**config.mk**
```make
export PLATFORM = sky130hd
export DESIGN_NAME = uart_tx_fifo
export DESIGN_NICKNAME = d
export VERILOG_FILES = /design/src/rtl/uart_tx_fifo.sv
export SDC_FILE = /design/constraint.sdc
export NUM_CORES = 1
export LEC_CHECK = 0
export CAP_MARGIN = 15
export CORE_ASPECT_RATIO = 0.9
export CORE_UTILIZATION = 55
export CTS_BUF_LIST = sky130_fd_sc_hd__clkbuf_8
export DETAILED_ROUTE_END_ITERATION = 16
export PLACE_DENSITY = 0.8
export SYNTH_ARGS = -nofsm -noshare
export SYNTH_HDL_FRONTEND = slang
export SYNTH_SLANG_ARGS = --single-unit
export TNS_END_PERCENT = 5
```
**constraint.sdc**
```tcl
create_clock -name clk -period 3.95 [get_ports clk]
set_clock_uncertainty 0.05 [all_clocks]
set_input_delay 1.185 -clock clk [delete_from_list [all_inputs] [get_ports clk]]
set_output_delay 1.185 -clock clk [all_outputs]
set_load 0.01 [all_outputs]
```
**src/rtl/uart_tx_fifo.sv**
```systemverilog
// uart_tx_fifo: UART transmitter with internal baud divider, TX FIFO and configurable frame format
module uart_tx_fifo #(
    parameter int CLK_DIV    = 434,
    parameter int DATA_BITS  = 8,
    parameter int PARITY     = 0,
    parameter int STOP_BITS  = 1,
    parameter int FIFO_DEPTH = 4
) (
    input  logic                        clk,
    input  logic                        rst,
    input  logic [DATA_BITS-1:0]        tx_data,
    input  logic                        tx_valid,
    output logic                        tx_ready,
    output logic                        tx,
    output logic                        busy,
    output logic [$clog2(FIFO_DEPTH):0] fifo_count
);
    localparam int AW = $clog2(FIFO_DEPTH);
    localparam int DW = $clog2(CLK_DIV);
    localparam int BW = $clog2(DATA_BITS);
    typedef enum logic [2:0] {IDLE, START, DATA, PAR, STOP} state_t;
    state_t state;
    logic [DATA_BITS-1:0] mem [FIFO_DEPTH];
    logic [AW-1:0] wr_ptr, rd_ptr;
    logic [DATA_BITS-1:0] shift;
    logic [DW-1:0] baud;
    logic [BW-1:0] bit_cnt;
    logic par_bit, push, pop, bit_end, last_stop;
    always_comb begin
        tx_ready = fifo_count != (AW+1)'(FIFO_DEPTH);
        busy = state != IDLE || fifo_count != '0;
        bit_end = baud == '0;
        last_stop = state == STOP && bit_end && bit_cnt == BW'(STOP_BITS - 1);
        push = tx_valid && tx_ready;
        pop = (state == IDLE || last_stop) && fifo_count != '0;
    end
    always_ff @(posedge clk)
        if (push) mem[wr_ptr] <= tx_data;
    always_ff @(posedge clk) begin
        if (rst) begin
            wr_ptr <= '0;
            rd_ptr <= '0;
            fifo_count <= '0;
        end else begin
            if (push) wr_ptr <= wr_ptr + AW'(1);
            if (pop) rd_ptr <= rd_ptr + AW'(1);
            fifo_count <= fifo_count + (AW+1)'(push) - (AW+1)'(pop);
        end
    end
    // The next frame is popped at the final stop-bit boundary so frames run back to back.
    always_ff @(posedge clk) begin
        if (rst) begin
            state <= IDLE;
            tx <= 1'b1;
            baud <= '0;
            bit_cnt <= '0;
            shift <= '0;
            par_bit <= 1'b0;
        end else begin
            baud <= (bit_end || state == IDLE) ? DW'(CLK_DIV - 1) : baud - DW'(1);
            if (pop) begin
                state <= START;
                tx <= 1'b0;
                shift <= mem[rd_ptr];
                par_bit <= ^mem[rd_ptr] ^ (PARITY == 1);
            end else if (state == IDLE || last_stop) begin
                state <= IDLE;
                tx <= 1'b1;
            end else if (bit_end) begin
                case (state)
                    START: begin
                        state <= DATA;
                        tx <= shift[0];
                        shift <= shift >> 1;
                        bit_cnt <= '0;
                    end
                    DATA: begin
                        if (bit_cnt == BW'(DATA_BITS - 1)) begin
                            state <= (PARITY != 0) ? PAR : STOP;
                            tx <= (PARITY != 0) ? par_bit : 1'b1;
                            bit_cnt <= '0;
                        end else begin
                            tx <= shift[0];
                            shift <= shift >> 1;
                            bit_cnt <= bit_cnt + BW'(1);
                        end
                    end
                    PAR: begin
                        state <= STOP;
                        tx <= 1'b1;
                        bit_cnt <= '0;
                    end
                    default: bit_cnt <= bit_cnt + BW'(1);
                endcase
            end
        end
    end
endmodule

```
==> results of run 1 <==
==> worst paths after layout <==
kind	startpoint	to	slack (ps)
worst max register to register	bit_cnt[0]$_SDFFE_PP0P_	fifo_count[2]$_SDFF_PP0_	980
worst max-delay path	state[0]$_SDFFE_PP0P_	busy	740
worst min register to register	shift[2]$_SDFFE_PP0P_	shift[2]$_SDFFE_PP0P_	420
worst min-delay path	shift[2]$_SDFFE_PP0P_	shift[2]$_SDFFE_PP0P_	420
==> power by group through the flow <==
stage | Sequential, mW | Combinational (mW) | Clock [mW]
5_1_grt | 0.947 | 0.779 | 0.541
4_1_cts | 0.929 | 0.692 | 0.513
3_3_place_gp | 0.938 | 0.668 | 0
6_report | 0.928 | 0.691 | 0.505
3_5_place_dp | 0.944 | 0.687 | 0
2_1_floorplan | 0.900 | 0.527 | 0
==> synth_stat cells, types with 2 or more instances <==
cell type	number	area share, %
a21boi_0	2	0.53
a21oi_1	15	2.6
a311oi_1	7	2.1
and3_1	4	0.88
clkbuf_1	11	1.4
dfxtp_1	33	23
edfxtp_1	32	34
ha_1	11	4.8
inv_1	20	2.6
mux4_2	8	6.3
nand2_1	7	0.92
nand3_1	3	0.53
nand4_1	2	0.44
nor2_1	8	1.1
nor2b_1	4	0.88
nor3_1	11	1.9
o211a_1	2	0.70
o21a_1	2	0.53
o21ai_0	7	1.2
o21ai_1	2	0.35
o31ai_1	2	0.53
o41ai_1	7	2.1
or3_1	4	0.88
or4_1	2	0.53
or4b_2	2	0.70
xnor2_1	6	1.8
xor2_1	3	0.92
==> critical path: cells and delay by family, from the launching register on <==
family,cells,cell delay (ps)
buffers and inverters,1,480
DFF,1,400
and+or+nand+nor,2,750
==> per-layer routing <==
metal	share of wire, %	vias to the layer above
met2	47	48
met4	1.1	0
met3	5.5	7
li1	-	920
met5	0	-
met1	46	936
==> sequential cells by signal, summed over array words and instances (netlist names), named ones only <==
register and flops:
shift 8, bit_cnt 3, mem 32, rd_ptr 2, tx 1, fifo_count 3
wr_ptr 2, baud 9, state 3
==> cells by family after synthesis <==
| kind of cell | after synthesis |
|---|---|
| muxes | 8 |
| xor gates and xnor gates | 9 |
| and+or+nand+nor | 55 |
| buffers and inverters | 33 |
| DFF | 65 |
| adders and majority gates | 12 |
| AOI/OAI and AO/OA | 53 |
==> cell type report <==
type	instances	area [sq um]
repair buffers	19	183
inverters	21	78.8
fillers	397	1680
clock inverters	7	53.8
flip-flops and latches	65	1620
multi-input cells	137	1100
well taps	65	81.3
clock buffers	9	124
==> results.sh, run 1 <==
export IMPL_drv_slew=0
export IMPL_synth_avg_cell_area_sq_um=12.1
export IMPL_clkSinkCount=65
export IMPL_cp_start_kind="register"
export IMPL_synth_fp_nets=258
export IMPL_clk_latency_ps=340
export IMPL_drc=0
export IMPL_crit_fanout=10
export IMPL_reg2reg_depth=14
export IMPL_final_common_cell="dfxtp_1"
export IMPL_ioPinCount=17
export IMPL_path_cells="or3_1 -> or2_2 -> clkdlybuf4s50_1"
export IMPL_initial_core_util_pct=57.9
export IMPL_p_seq_share_pct=43.7
export IMPL_cts_root_buf="clkbuf_8"
export IMPL_die_x_microns=77.9
export IMPL_synth_area_sq_um=2850
export IMPL_synthSimpleGateAreaFrac_pct=11.0
export IMPL_path_class="reg2out"
export IMPL_clkTransAtPathRegs_ps=80
export IMPL_areaGrowthSynthToFinish_pct=13.6
export IMPL_grt_pass1_wl_microns=8840
export IMPL_place_hpwl_microns=3470
export IMPL_swShare_pct=34.8
export IMPL_synth_enable_flop_cells=32
export IMPL_holdPathStages=2
export IMPL_endpoint_kind="primary output"
export IMPL_design_area_sq_um=3240
export IMPL_hold_violations=0
export IMPL_whs_ps=420
export IMPL_dieHeight_microns=70.3
export IMPL_synthArstFlopShare_pct=0
export IMPL_dr_pass1_iters=4
export IMPL_p_comb_share_pct=32.5
export IMPL_synthFlopType="dfxtp_1"
export IMPL_post_cts_buffers=0
export IMPL_setup_ws_ps=738
export IMPL_antenna_left=0
export IMPL_powerDensity_nw_per_um2=655
export IMPL_syn_inst=235
export IMPL_holdCritPathClass="reg2reg"
export IMPL_synth_xor_area_share_pct=2.76
export IMPL_numCtsBuffers=9
export IMPL_grt_util_met1_pct=27.6
export IMPL_grt_max_degree=24
export IMPL_synthMuxAreaShare_pct=6.32
export IMPL_status="finished, final reports clean"
export IMPL_viasPerCell=5.92
export IMPL_finish_utilization_pct=65.8
export IMPL_vdd_ir_drop_worst_uv=476
export IMPL_cts_htree_levels=3
export IMPL_core_area_sq_um=4920
export IMPL_placed_cell_area_sq_um=3060
export IMPL_cts_hold_buf=0
export IMPL_switchingPower_uw=739
export IMPL_synth_compound_area_share_pct=12.9
export IMPL_synth_top_family_by_area="compound AO/OA/AOI/OAI gates"
export IMPL_routabilityCongestion=0.775
export IMPL_fp_dieArea_sq_um=5480
export IMPL_drv_cap=0
export IMPL_ys_warnings_count=0
export IMPL_grt_pass1_vias=1903
export IMPL_period_needed_ps=3210
export IMPL_busiest_layer="met2"
export IMPL_cts_tree="done"
export IMPL_grt_util_met2_pct=33.3
export IMPL_row_count=24
export IMPL_grt_usage_pct=21.5
export IMPL_drt_iter0_drc=89
export IMPL_relSlewSlack_pct=38.3
export IMPL_ys_seq_area_share_pct=56.8
export IMPL_met3_usage_pct=7.58
export IMPL_cts_resized=0
export IMPL_fin_setup_tns_ps=0
export IMPL_routed_wl_microns=5130
export IMPL_ys_types=45
export IMPL_pwr_share_clk_pct=23.8
export IMPL_avgRoutedWirePerCell_microns=15.9
export IMPL_fin_cells=323
export IMPL_internal_power_mw=1.38
export IMPL_antenna_found_initial=0
export IMPL_n_antenna_cell=0
export IMPL_crit_required_ps=2710
export IMPL_arrival_ps=1980
export IMPL_clk_path_buf_depth=2
export IMPL_nets=276
export IMPL_worst_path_max_delay_cell="clkdlybuf4s50_1"
export IMPL_totalPowerFinal_mw=2.12
export IMPL_place_ws_ps=533
export IMPL_rsz0062_at_grt="no"
export IMPL_overflow=0
export IMPL_vias=1911
export IMPL_place_inst=307
export IMPL_finalSetupViolCount=0
export IMPL_p_leak_nw=1.17
export IMPL_post_route_period_util_pct=81.3
export IMPL_worst_pin_slew_ps=921
export IMPL_portBuffers=16
export IMPL_synthAdderAreaFrac_pct=5.53
export IMPL_max_stage_delay_ps=480
export IMPL_final_cell_mix="33 x dfxtp_1, 32 x edfxtp_1, 20 x inv_1, 16 x clkdlybuf4s50_1, 15 x a21oi_1"
export IMPL_max_freq_ghz=0.311
export IMPL_ys_seq_elements=65
export IMPL_drive_gt1_share_pct=12.4
(Power assumes the default switching activity.)
==> run 2: changes to the inputs <==
==> constraint.sdc (replaced) <==
create_clock -name clk -period 3.3 [get_ports clk]
set_clock_uncertainty 0.05 [all_clocks]
set_input_delay 0.99 -clock clk [delete_from_list [all_inputs] [get_ports clk]]
set_output_delay 0.99 -clock clk [all_outputs]
set_load 0.01 [all_outputs]
==> run 2 against run 1 <==
Sequential power increased by 20%. Wire length increased by 2.2%. Clock power increased by 45%. Via count decreased by 1.4%. Largest power group unchanged. Total power increased by 26%. Final area increased by 1.2%. Die area unchanged. Worst setup slack got worse by 460 ps. Flip-flop and latch count unchanged. Clock-buffer cell count unchanged. Register-to-register slack got worse by 440 ps. Global-route usage increased by 0.72 points.
==> results.sh, run 2 (synthesis gave the netlist of run 1 again) <==
export IMPL_status="finished, final reports clean"
export IMPL_grt_max_degree=24
export IMPL_clk_latency_ps=350
export IMPL_fillCellCount=381
export IMPL_antenna_left=0
export IMPL_cts_root_buf="clkbuf_8"
export IMPL_top_register="mem"
export IMPL_crit_required_ps=2260
export IMPL_nets=276
export IMPL_place_inst=307
export IMPL_drv_cap=0
export IMPL_place_ws_ps=133
export IMPL_post_route_period_util_pct=91.5
export IMPL_fin_cells=323
export IMPL_grt_pass1_wl_microns=9030
export IMPL_vdd_ir_drop_worst_uv=522
export IMPL_rsz0062_at_grt="no"
export IMPL_routabilityCongestion=0.787
export IMPL_p_leak_nw=1.19
export IMPL_clk_path_buf_depth=2
export IMPL_fp_dieArea_sq_um=5480
export IMPL_placed_cell_area_sq_um=3060
export IMPL_fin_setup_tns_ps=0
export IMPL_path_cells="or3_1 -> or2_2 -> clkdlybuf4s50_1"
export IMPL_cts_resized=0
export IMPL_place_hpwl_microns=3490
export IMPL_numCtsBuffers=9
export IMPL_powerDensity_nw_per_um2=816
export IMPL_regArea_sq_um=1620
export IMPL_drc=0
export IMPL_cp_start_kind="register"
export IMPL_avgRoutedWirePerCell_microns=16.2
export IMPL_period_needed_ps=3020
export IMPL_vias=1885
export IMPL_viasPerCell=5.84
export IMPL_portBuffers=16
export IMPL_overflow=0
export IMPL_post_cts_buffers=0
export IMPL_row_count=24
export IMPL_final_cell_mix="33 x dfxtp_1, 32 x edfxtp_1, 21 x inv_1, 16 x clkdlybuf4s50_1, 15 x a21oi_1"
export IMPL_cts_htree_levels=3
export IMPL_clkSinkCount=65
export IMPL_cts_hold_buf=0
export IMPL_worst_pin_slew_ps=893
export IMPL_hold_violations=0
export IMPL_final_common_cell="dfxtp_1"
export IMPL_worst_path_max_delay_cell="clkdlybuf4s50_1"
export IMPL_clkTransAtPathRegs_ps=70
export IMPL_holdCritPathClass="reg2reg"
export IMPL_largest_registers="mem (32), baud (9), shift (8)"
export IMPL_antenna_found_initial=0
export IMPL_dieHeight_microns=70.3
export IMPL_path_class="reg2out"
export IMPL_setup_ws_ps=281
export IMPL_largest_reg_flops=32
export IMPL_n_antenna_cell=0
export IMPL_dr_pass1_iters=4
export IMPL_drt_iter0_drc=81
export IMPL_routed_wl_microns=5240
export IMPL_grt_pass1_vias=1892
export IMPL_arrival_ps=1980
export IMPL_initial_core_util_pct=57.9
export IMPL_finalSetupViolCount=0
export IMPL_whs_ps=419
export IMPL_relSlewSlack_pct=40.2
export IMPL_drv_slew=0
export IMPL_areaGrowthSynthToFinish_pct=15.0
export IMPL_ioPinCount=17
export IMPL_drive_gt1_share_pct=12.0
export IMPL_design_area_sq_um=3280
export IMPL_crit_fanout=10
export IMPL_die_x_microns=77.9
export IMPL_cts_tree="done"
export IMPL_max_freq_ghz=0.331
export IMPL_grt_usage_pct=22.2
export IMPL_multi_input_area_sq_um=1100
export IMPL_max_stage_delay_ps=480
export IMPL_core_area_sq_um=4920
export IMPL_endpoint_kind="primary output"
run 2: final timing paths:
kind / slack (ps) / startpoint / endpoint / cells past startpoint
hold / removal: 420 / shift[1]$_SDFFE_PP0P_ / shift[1]$_SDFFE_PP0P_ / 2
hold reg to reg: 420 / shift[1]$_SDFFE_PP0P_ / shift[1]$_SDFFE_PP0P_ / 2
setup / recovery: 280 / state[0]$_SDFFE_PP0P_ / busy / 3
setup reg to reg: 540 / bit_cnt[0]$_SDFFE_PP0P_ / fifo_count[2]$_SDFF_PP0_ / 13
run 2: area by class of cell:
| cell class | instances | share of cell area (%) |
|---|---|---|
| Inverter | 21 | 2.40 |
| Sequential cell | 65 | 49.4 |
| Timing Repair Buffer | 19 | 5.57 |
| Tap cell | 65 | 2.48 |
| Multi-Input combinational cell | 137 | 33.5 |
| Clock inverter | 7 | 2.86 |
| Clock buffer | 9 | 3.77 |
run 2: critical path: cells and delay by family (launching register included):
family | cells | cell delay (ps)
buffers and inverters | 1 | 480
AND/OR/NAND/NOR | 2 | 750
flip-flops | 1 | 400
run 2: power by group:
group | switching, mW | total (mW) | internal [mW]
clock network | 0.310 | 0.734 | 0.425
logic | 0.446 | 0.832 | 0.386
registers | 0.118 | 1.11 | 0.995
total | 0.873 | 2.68 | 1.81
run 2: routing by layer:
layer / routed length, microns / global-route usage, % / part of all wire, % / vias up
met4: 71 / 8.02 / 1.4 / 0
li1: - / - / - / 921
met2: 2610 / 36.3 / 50 / 44
met5: 0 / 0 / 0 / -
met3: 229 / 7.45 / 4.4 / 8
met1: 2330 / 27.6 / 44 / 912
run 2: stage by stage:
| step | power [mW] | util (%) |
|---|---|---|
| floorplan | 1.71 | - |
| global route | 2.86 | 66.6 |
| detailed placement | 1.96 | 62.2 |
| global placement | 1.93 | 62.2 |
| CTS | 2.71 | 66.6 |
| finish | 2.68 | 66.6 |
==> run 3: changes to the inputs <==
--- a/config.mk
+++ b/config.mk
@@ -10,6 +10,7 @@
 export CORE_UTILIZATION = 55
 export CTS_BUF_LIST = sky130_fd_sc_hd__clkbuf_8
 export DETAILED_ROUTE_END_ITERATION = 16
+export GPL_ROUTABILITY_DRIVEN = 0
 export PLACE_DENSITY = 0.8
 export SYNTH_ARGS = -nofsm -noshare
 export SYNTH_HDL_FRONTEND = slang
==> results of run 3 <==
Final layout, timing and power as in run 2 (identical DEF).
==> patch, RTL diff (flow settings as in run 2) <==
`DATA_BITS`: 8 -> 16.
--- a/src/rtl/uart_tx_fifo.sv
+++ b/src/rtl/uart_tx_fifo.sv
@@ -3,3 +3,3 @@
     parameter int CLK_DIV    = 434,
-    parameter int DATA_BITS  = 8,
+    parameter int DATA_BITS  = 16,
     parameter int PARITY     = 0,
Interface: changed (resized tx_data); port bits go from 17 to 25. No check against the original RTL was run, so the function may have changed too.
==> patch against run 2 <==
Routed wire length up 58%; design area increased by 54%; combinational power increased by 60%; largest power group unchanged; area after synthesis up 58%; critical path type unchanged; hold slack improved by 27 ps; utilization is 1.2 points lower; register-to-register slack lost 120 ps; non-clock buffer count up 19; fmax down 4.7%; setup slack worse by 150 ps; first-iteration DRC count rose to 3.2 times the old value; sequential cell count up 41; power increased by 46%.
==> patch: results (changes against run 2) <==
* Seq power at 1.83 mW (+65%)
* R2R setup slack at 420 ps (-120 ps)
* Avg Cell Area, Syn at 13.4 um^2 (+10%)
* Vias at 2785 (+48%)
* DP HPWL at 5.30 mm (+52%)
* Comb power frac at 34.0% (+3.0 points)
* Hold path startpoint: baud[0]$_SDFF_PP0_
* Synth Area in XOR/XNOR at 1.75% (-1.0 points)
* Crit share post-route at 95.9% (+4.5 points)
* # port buffers at 24 (+8)
* Power Total at 3.91 mW (+46%)
* DR iter-0 viols at 263 (+220%)
* Placed Instances at 446 (+45%)
* Status: complete, no violations
* Worst-path clk slew at 100 ps (+30 ps)
* Post-Synth Adder-Cell Area at 3.22% (-2.3 points)
* Reg2reg start: baud[0]$_SDFF_PP0_
* Largest regs: mem x64, shift x16, baud x9
* Post-DP Area at 4870 um^2 (+59%)
* Unique cell type count in the Yosys netlist at 50 (+11%)
* Global-route usage over all layers at 20.8% (-1.4 points)
* Post-Layout Cell Count at 462 (+43%)
* Largest net degree at the start of global routing at 22 (-8.3%)
* First-pass GRT wire length at 13.6 mm (+51%)
* Worst slew pin tran at 752 ps (-141 ps)
* Compound-Gate Fraction of Synth Area at 11.5% (-1.5 points)
* EDFF count, synth at 64 (+100%)
* # nets final at 391 (+42%)
* Internal power at 2.58 mW (+43%)
* Hold_ws at 446 ps (+26.8 ps)
* Main synth FF type: edfxtp_1
* Worst Hold Depth at 1 (-1)
* Mux share of post-synthesis cell area at 8.22% (+1.9 points)
* Sequential-to-total area share from yosys stat at 61.3% (+4.4 points)
* Top cells by count, synth: 64 x edfxtp_1, 42 x dfxtp_1, 21 x nor3_1
* Place WS at 123 ps (-9.86 ps)
* Fillers at 564 (+48%)
* Hold path endpoint: baud[0]$_SDFF_PP0_
* Top post-synthesis cells by area: edfxtp_1 43%, dfxtp_1 19%, mux4_2 8.0%
* Synthesized Nets at 367 (+42%)
* DR WL/cell at 17.9 um (+11%)
* Layout cells sized above 1 at 16.4% (+4.4 points)
* GPL Wtd Cong at 0.786 (-0.13%)
* VDD IR-drop max at 0.401 mV (-23%)
* Worst skew pair latency at 370 ps (+20 ps)
* Leak Pwr at 1.66 nW (+40%)
[patch: cell types whose count changed after synthesis, sizes merged, moves of 8 or more]
| cell | delta |
|---|---|
| buf | +8 |
| nand3 | +16 |
| edfxtp | +32 |
| dfxtp | +9 |
| a311oi | +8 |
| o21ai | +13 |
| nor3 | +11 |
| mux4 | +8 |
[patch: layout make-up]
cell class	instances	area, um^2	share of cell area (%)
Multi-Input combinational cell	193	1600	31.6
Sequential cell	106	2760	54.6
Tap cell	96	120	2.37
Inverter	13	48.8	0.964
Timing Repair Buffer	38	345	6.82
Clock inverter	7	61.3	1.21
Clock buffer	9	124	2.45
[patch: timing repair]
item,4_1_cts,5_1_grt
endpoints found under the setup margin,0,1
hold buffers,0,0
setup buffers,0,0
resized for setup,0,1
[patch: per-layer routing]
metal	wire [um]	global-route usage [%]
met5	0	0
met4	74	10.2
met3	385	5.19
met2	4070	33.4
met1	3760	27.0
